**config.mk**
```make
export PLATFORM = sky130hd
export DESIGN_NAME = dds_wavegen
export DESIGN_NICKNAME = d
export VERILOG_FILES = /design/src/rtl/dds_wavegen.sv
export SDC_FILE = /design/constraint.sdc
export NUM_CORES = 1
export LEC_CHECK = 0
export CORE_ASPECT_RATIO = 1.2
export CORE_MARGIN = 2
export CORE_UTILIZATION = 36
export DETAILED_ROUTE_END_ITERATION = 16
export PLACE_DENSITY_LB_ADDON = 0.25
export SYNTH_ARGS = -nofsm -noshare
export SYNTH_HDL_FRONTEND = slang
export SYNTH_SLANG_ARGS = --single-unit
```
**constraint.sdc**
```tcl
create_clock -name clk -period 5.99 [get_ports clk]
set_input_delay 0.8985 -clock clk [delete_from_list [all_inputs] [get_ports clk]]
set_output_delay 0.8985 -clock clk [all_outputs]
set_load 0.005 [all_outputs]
```
**src/rtl/dds_wavegen.sv**
```systemverilog
// dds_wavegen: phase-accumulator DDS with sine/triangle/saw/square shapes,
// phase offset and binary attenuation; 8-bit offset-binary output.
module dds_wavegen #(
   parameter int PHASE_W   = 24,
   parameter bit SYNC_PRIO = 1'b1
) (
   input  logic               clk,
   input  logic               reset,
   input  logic               ena,
   input  logic [PHASE_W-1:0] freq_word,
   input  logic [7:0]         phase_off,
   input  logic [1:0]         wave_sel,
   input  logic [1:0]         atten,
   input  logic               sync,
   output logic [7:0]         wave_out,
   output logic               out_valid,
   output logic               cycle_tick
);
   localparam logic [6:0] Q [65] = '{
      7'd0,   7'd3,   7'd6,   7'd9,   7'd12,  7'd16,  7'd19,  7'd22,
      7'd25,  7'd28,  7'd31,  7'd34,  7'd37,  7'd40,  7'd43,  7'd46,
      7'd49,  7'd51,  7'd54,  7'd57,  7'd60,  7'd63,  7'd65,  7'd68,
      7'd71,  7'd73,  7'd76,  7'd78,  7'd81,  7'd83,  7'd85,  7'd88,
      7'd90,  7'd92,  7'd94,  7'd96,  7'd98,  7'd100, 7'd102, 7'd104,
      7'd106, 7'd107, 7'd109, 7'd111, 7'd112, 7'd113, 7'd115, 7'd116,
      7'd117, 7'd118, 7'd120, 7'd121, 7'd122, 7'd122, 7'd123, 7'd124,
      7'd125, 7'd125, 7'd126, 7'd126, 7'd126, 7'd127, 7'd127, 7'd127,
      7'd127
   };
   logic [PHASE_W-1:0] acc_q, acc_d;
   logic [PHASE_W:0]   sum;
   logic               tick_q, tick_d, en0_q, en1_q, vld_q, do_sync;
   logic [7:0]         idx_q, idx_d, raw, out_q, out_d;
   logic [1:0]         sel_q, att_q;
   logic [6:0]         k, m;
   logic signed [8:0]  s, sh;
   always_comb begin
      do_sync = sync && (SYNC_PRIO || ena);
      sum     = {1'b0, acc_q} + {1'b0, freq_word};
      acc_d   = do_sync ? '0 : ena ? sum[PHASE_W-1:0] : acc_q;
      tick_d  = !do_sync && ena && sum[PHASE_W];
      idx_d   = acc_q[PHASE_W-1 -: 8] + phase_off;
      k       = idx_q[6:0];
      // second quadrant mirrors the quarter table; the sign comes from idx[7]
      m       = (k > 7'd64) ? 7'd0 - k : k;
      raw     = (sel_q == 2'd0) ? (idx_q[7] ? 8'd128 - {1'b0, Q[m]} : 8'd128 + {1'b0, Q[m]}) :
                (sel_q == 2'd1) ? (idx_q[7] ? ~{k, 1'b0} : {k, 1'b0}) :
                (sel_q == 2'd2) ? idx_q : {8{~idx_q[7]}};
      s       = $signed({1'b0, raw}) - 9'sd128;
      sh      = s >>> att_q;
      out_d   = 8'(sh + 9'sd128);
   end
   always_ff @(posedge clk) begin
      if (reset) begin
         acc_q  <= '0;
         tick_q <= 1'b0;
         en0_q  <= 1'b0;
         en1_q  <= 1'b0;
         idx_q  <= '0;
         sel_q  <= '0;
         att_q  <= '0;
         out_q  <= 8'h80;
         vld_q  <= 1'b0;
      end else begin
         acc_q  <= acc_d;
         tick_q <= tick_d;
         en0_q  <= ena;
         en1_q  <= en0_q;
         idx_q  <= idx_d;
         sel_q  <= wave_sel;
         att_q  <= atten;
         out_q  <= out_d;
         vld_q  <= en1_q;
      end
   end
   assign wave_out   = out_q;
   assign out_valid  = vld_q;
   assign cycle_tick = tick_q;
endmodule

```
### Word-level counts from Yosys, hierarchy flattened

Memory sizes are Yosys's and may differ from the RTL's.
Cells that the tools add are included.

| storage, ports and cells | value |
|---|---|
| register bits after elaboration | 48 |
| bits in latches | 0 |
| RAM bits | 0 |
| memory bits (read-only) | 896 |
| output and inout bits | 10 |
| word-level logic and storage cells | 38 |
| memories | 1 |

Memory list:

| memory | words | bits a word | read ports | clocked after Yosys merged registers in | wr ports | RTL line | text |
|---|---|---|---|---|---|---|---|
| (name not given) | 128 | 7 | 1 | 0 | 0 | 46 | `raw = (sel_q == 2'd0) ? (idx_q[7] ? 8'd128 - {1'b0, Q[m]} : 8'd128 + {1'b0, Q[m]}) :` |

| cells by class | value |
|---|---|
| add/sub/neg operators | 7 |
| $mul | 0 |
| divide/modulo/power cells | 0 |
| magnitude comparators | 2 |
| eq/ne operators | 2 |
| shifts and indexed selects | 1 |
| mux-type cells | 8 |
| bitwise operators | 3 |
| reduce and logical (&&, ||, !) cells | 5 |

Operators by type and width:

| operator | count |
|---|---|
| $mux 8 | 5 |
| $add 24x24->25 | 1 |
| $mux 7 | 3 |
| $sshr 9x2->8 | 1 |
| $sub 8x8->9 const B | 1 |
| $add 8x7->8 const A | 1 |
| $add 8x8->8 | 1 |
| $add 8x8->8 const B | 1 |
| $ge 8x8->1 const B | 1 |
| $not 7->8 | 1 |
| $not 8->8 | 1 |
| $sub 8x7->8 const A | 1 |
| $gt 7x7->1 const B | 1 |
| $sub 1x7->7 const A | 1 |
| $eq 2x1->1 const B | 1 |
| $eq 2x2->1 const B | 1 |
| $logic_and 1x1->1 | 2 |
| $logic_not 2->1 | 1 |
| $reduce_or 2->1 | 1 |
| $logic_not 1->1 | 1 |
| $not 1->1 | 1 |

### Longest topological paths before layout

| depth | value |
|---|---|
| depth after elaboration | 12 |
| gate-level depth with buffers | 22 |
| depth with buffers taken out | 20 |

### Least setup slack after synthesis

No wires, ideal clock.

| timing | value |
|---|---|
| path type | reg2reg |
| from | register idx_q[0] |
| to | register out_q[4], in the netlist wave_out[4] |
| data arrival time | 4339 ps |
| data required time | 5866 ps |
| path slack | 1527 ps |
| stages on the path, launching flop included | 21 |
| path buffers | 2 |
| cells stage by stage | dfxtp_1 > inv_1 > ha_1 > buf_2 > or4b_4 > o211a_1 > or2_1 > buf_6 > ha_1 > nand2_1 > a311oi_1 > nor4_1 > nand2_1 > ha_1 > nand2b_1 > mux2_2 > o2111ai_1 > nor4bb_1 > nor3_2 > mux2_2 > o32ai_2 |

| between the ends | value |
|---|---|
| longest elaborated chain between the ends | 12 |
| elaborated cells on any way between the ends | 18 |
| those cells by class | add/sub (5); order compare (1); shift (1); mux (8); bitwise (2); memory (1) |

Ends and longest elaborated chain:

| element | RTL line | text |
|---|---|---|
| start, declared | 33 | `logic [7:0] idx_q, idx_d, raw, out_q, out_d;` |
| start signal, assigned | 69 | `idx_q <= idx_d;` |
| $sub 1x7->7 / $gt 7x7->1 (equally long branches) | 45 | `m = (k > 7'd64) ? 7'd0 - k : k;` |
| $mux 7 | 45 |  |
| $not 7->8 (implied by the code) | 46 |  |
| $mem_v2 128x7 | -- |  |
| $mux 7 (implied by the code) (2 in series) | 46 |  |
| $add 8x7->8 / $sub 8x7->8 (equally long branches) | 46 |  |
| $mux 8 | 46 |  |
| $mux 8 (*) | 46 |  |
| $sub 8x8->9 (*) | 49 | `s = $signed({1'b0, raw}) - 9'sd128;` |
| $sshr 9x2->8 (*) | 50 | `sh = s >>> att_q;` |
| $add 8x8->8 (*) | 51 | `out_d = 8'(sh + 9'sd128);` |
| end signal, assigned | 72 | `out_q <= out_d;` |
| end, declared | 33 |  |

Every way passes the cells marked *; elsewhere a longest branch is shown, timed or not. The select of a mux whose other input is x is not followed.
A chain may end at the register's enable or synchronous reset.

### Final worst setup path

| timing | value |
|---|---|
| from | register idx_q[0] |
| to | register out_q[3], in the netlist wave_out[3] |

Same word-level chain as after synthesis.

==> reports/metrics.yaml <==
cells_and_area:
  final_cell_area_um2: 5370
  final_cells: 780
  final_layout_size_suffix_gt1_frac: 0.0682
  post-route-util: 0.428
  insertedDiodeCount: 0
  layout_common_cells: "nor2_1, clkdlybuf4s50_1, dfxtp_1"
  final_common_cell: "nor2_1"
  syn_to_final_growth_pct: 17.2
  nets: 698
timing:
  hold_viol: 0
  skew_ns: 0.00927
  min_period_over_period: 0.873
  finalMaxSlewViolations: 0
  slew_headroom: 0.534
  setup_viol: 0
  tns_ns: 0
  tightest_slew_ns: 0.698
  hold_ws_ns: 0.450
  rsz0062_at_grt: "false"
  min_period_ns: 5.23
  max_freq_mhz: 191
routing:
  post_drt_wl_per_cell_um: 15.4
  drc: 0
  via_count: 4333
  ant_nets: 0
  drt-initial-drc-count: 184
  viasPerCell: 5.56
  drt-total-wl_um: 12000
  dr.pass1.iters: 4
die:
  die_w_um: 107
  rows: 45
  core_area_um2: 12600
  die_area_um2: 13700
  ios: 50
  start_util: 0.365
  die_h_um: 128
clock_network:
  htreeDepth: 2
  cts_made_buffers: 5
  postCtsHoldBufs: 0
  root_buffer: "clkbuf_16"
  clock_latency_ns: 0.29
  clock-sinks: 48
  cts_resized: 0
  clkTransAtPathRegs_ns: 0.07
  cts_tree: "done"
  clk_path_buf_depth: 2
  post_cts_buffers: 0
synth:
  synth_top_cell_by_area: "dfxtp_1"
  ys_types: 82
  syn-num-nets: 667
  syn_avg_cell_area_um2: 7.85
  netlist.area_leader.share: 0.209
  ys_seq_area_frac: 0.209
  synthFlopType: "dfxtp_1"
  postSynthCellCount: 584
  synthTopCellsByArea: "dfxtp_1, ha_1, xnor2_1"
  syn_area_um2: 4590
  synthArstFlopShare: 0
  synth_edf_count: 0
  yosys_warnings: 0
  ys_ff_latch: 48
worst_setup_path:
  critPathKind: "reg -> reg"
  worstPathArrival_ns: 5.42
  cpPeakStageDelay_ns: 0.51
  crit_fanout: 11
  critPathLaunchType: "register"
  worstRegToRegCells: 18
  cpMostUsedCell: "ha_1"
  crit_path_end_kind: "register"
  cp_cell_sequence: "inv_1 > ha_1 > or4b_4 > o211a_1 > or2_1 > ha_1 > nand2_1 > a311oi_1 > nor4_1 > nand2_1 > ha_1 > nand2b_1 > mux2_2 > o2111ai_1 > nor4bb_1 > nor3_2 > a221oi_2 > a21o_1"
  critPathRequiredTime_ns: 6.18
  slowest_stage: "or4b_4"
flow_run:
  drv_cap: 0
placement:
  dp.cells: 772
  dp_hpwl_um: 9210
  placed_area_um2: 5160
  place.gp.congestion: 0.905
  io_buffers: 49
pwr:
  p_leak_nw: 2.20
  ir_worst_vdd_v: 0.000152
  p_per_area_nw_per_um2: 250
global_route:
  overflow: 0
  grt_pass1_vias: 4255
  antenna_found_initial: 0
  grt_max_degree: 27
  grt_use_total: 0.180
  grt_pass1_wl_um: 20200
status:
  status: "complete, no violations"
min_path:
  hold_class: "reg -> reg"
  holdPathStages: 1
## report_power, final
part | internal [mW] | total, mW | switching [mW]
sequential | 0.344 | 0.375 | 0.0311
combinational | 0.243 | 0.559 | 0.316
clock | 0.281 | 0.407 | 0.125
total | 0.869 | 1.34 | 0.472
## metal layers
metal  vias to the layer above  track usage  routed length [um]  share of wire
met5                         -            0                   0              0
met4                         0       0.0710                 132          0.011
met3                         8       0.0269                 445          0.037
met2                        75        0.333                6380           0.53
met1                      2035        0.206                5050           0.42
li1                       2215            -                   -              -
## area by class of cell
cell class | count | area [um2]
clock buffer | 5 | 125
clock inverter | 3 | 90.1
fill | 1292 | 7180
inverter | 28 | 110
multi-input combinational | 478 | 3350
sequential | 48 | 961
tap | 164 | 205
timing repair buffer | 54 | 528
## worst max-delay path, delay by kind of cell, from the launching register on
family / cells / cell delay (ns)
AOI/OAI and AO/OA: 5 / 0.75
buffers and inverters: 1 / 0.36
adders and majority gates: 3 / 1.08
DFF: 1 / 0.44
and+or+nand+nor: 8 / 2.20
muxes: 1 / 0.31
## cells by family (layout without fill, tap and decap cells)
group / count (synthesis) / count (layout) / share of synthesized area
compound gates: 174 / 174 / 0.271
xor+xnor: 34 / 34 / 0.0649
fa+ha+maj: 43 / 43 / 0.121
buf+inv: 58 / 90 / 0.0592
flops: 48 / 48 / 0.209
mux: 20 / 20 / 0.0453
simple gates: 207 / 207 / 0.229
## cells in the mapped netlist (6+ instances only)
| cell | n |
|---|---|
| ha_1 | 41 |
| and3_1 | 6 |
| xnor2_1 | 26 |
| buf_2 | 6 |
| clkbuf_1 | 15 |
| inv_1 | 25 |
| a21o_1 | 12 |
| xor2_1 | 8 |
| o21ai_0 | 28 |
| a21oi_1 | 36 |
| nand3_1 | 24 |
| mux2_2 | 6 |
| a31oi_1 | 9 |
| nand2b_1 | 11 |
| dfxtp_1 | 48 |
| nand2_1 | 37 |
| a211oi_1 | 7 |
| mux2i_1 | 14 |
| nor2_1 | 57 |
| nor3_1 | 21 |
| o211ai_1 | 6 |
| nor2b_1 | 17 |
| o22ai_1 | 6 |
## metrics by stage
step,setup WS (ns),power [mW]
6_report,0.764,1.34
5_1_grt,0.350,1.43
4_1_cts,0.844,1.35
3_5_place_dp,0.855,0.935
3_3_place_gp,0.982,0.931
2_1_floorplan,1.53,0.801
## final timing paths
path	slack, ns	end	start
worst max-delay path	0.76	wave_out[3]	idx_q[0]
worst min-delay path	0.45	out_valid	en1_q
worst max register to register	0.76	wave_out[3]	idx_q[0]
worst min register to register	0.45	out_valid	en1_q
## state kept, by name, summed over array words and instances (netlist names)
signal and count:
acc_q 24, en1_q 1, wave_out 8, sel_q 2, out_valid 1, cycle_tick 1, en0_q 1, att_q 2
idx_q 8
(Power assumes the default switching activity.)
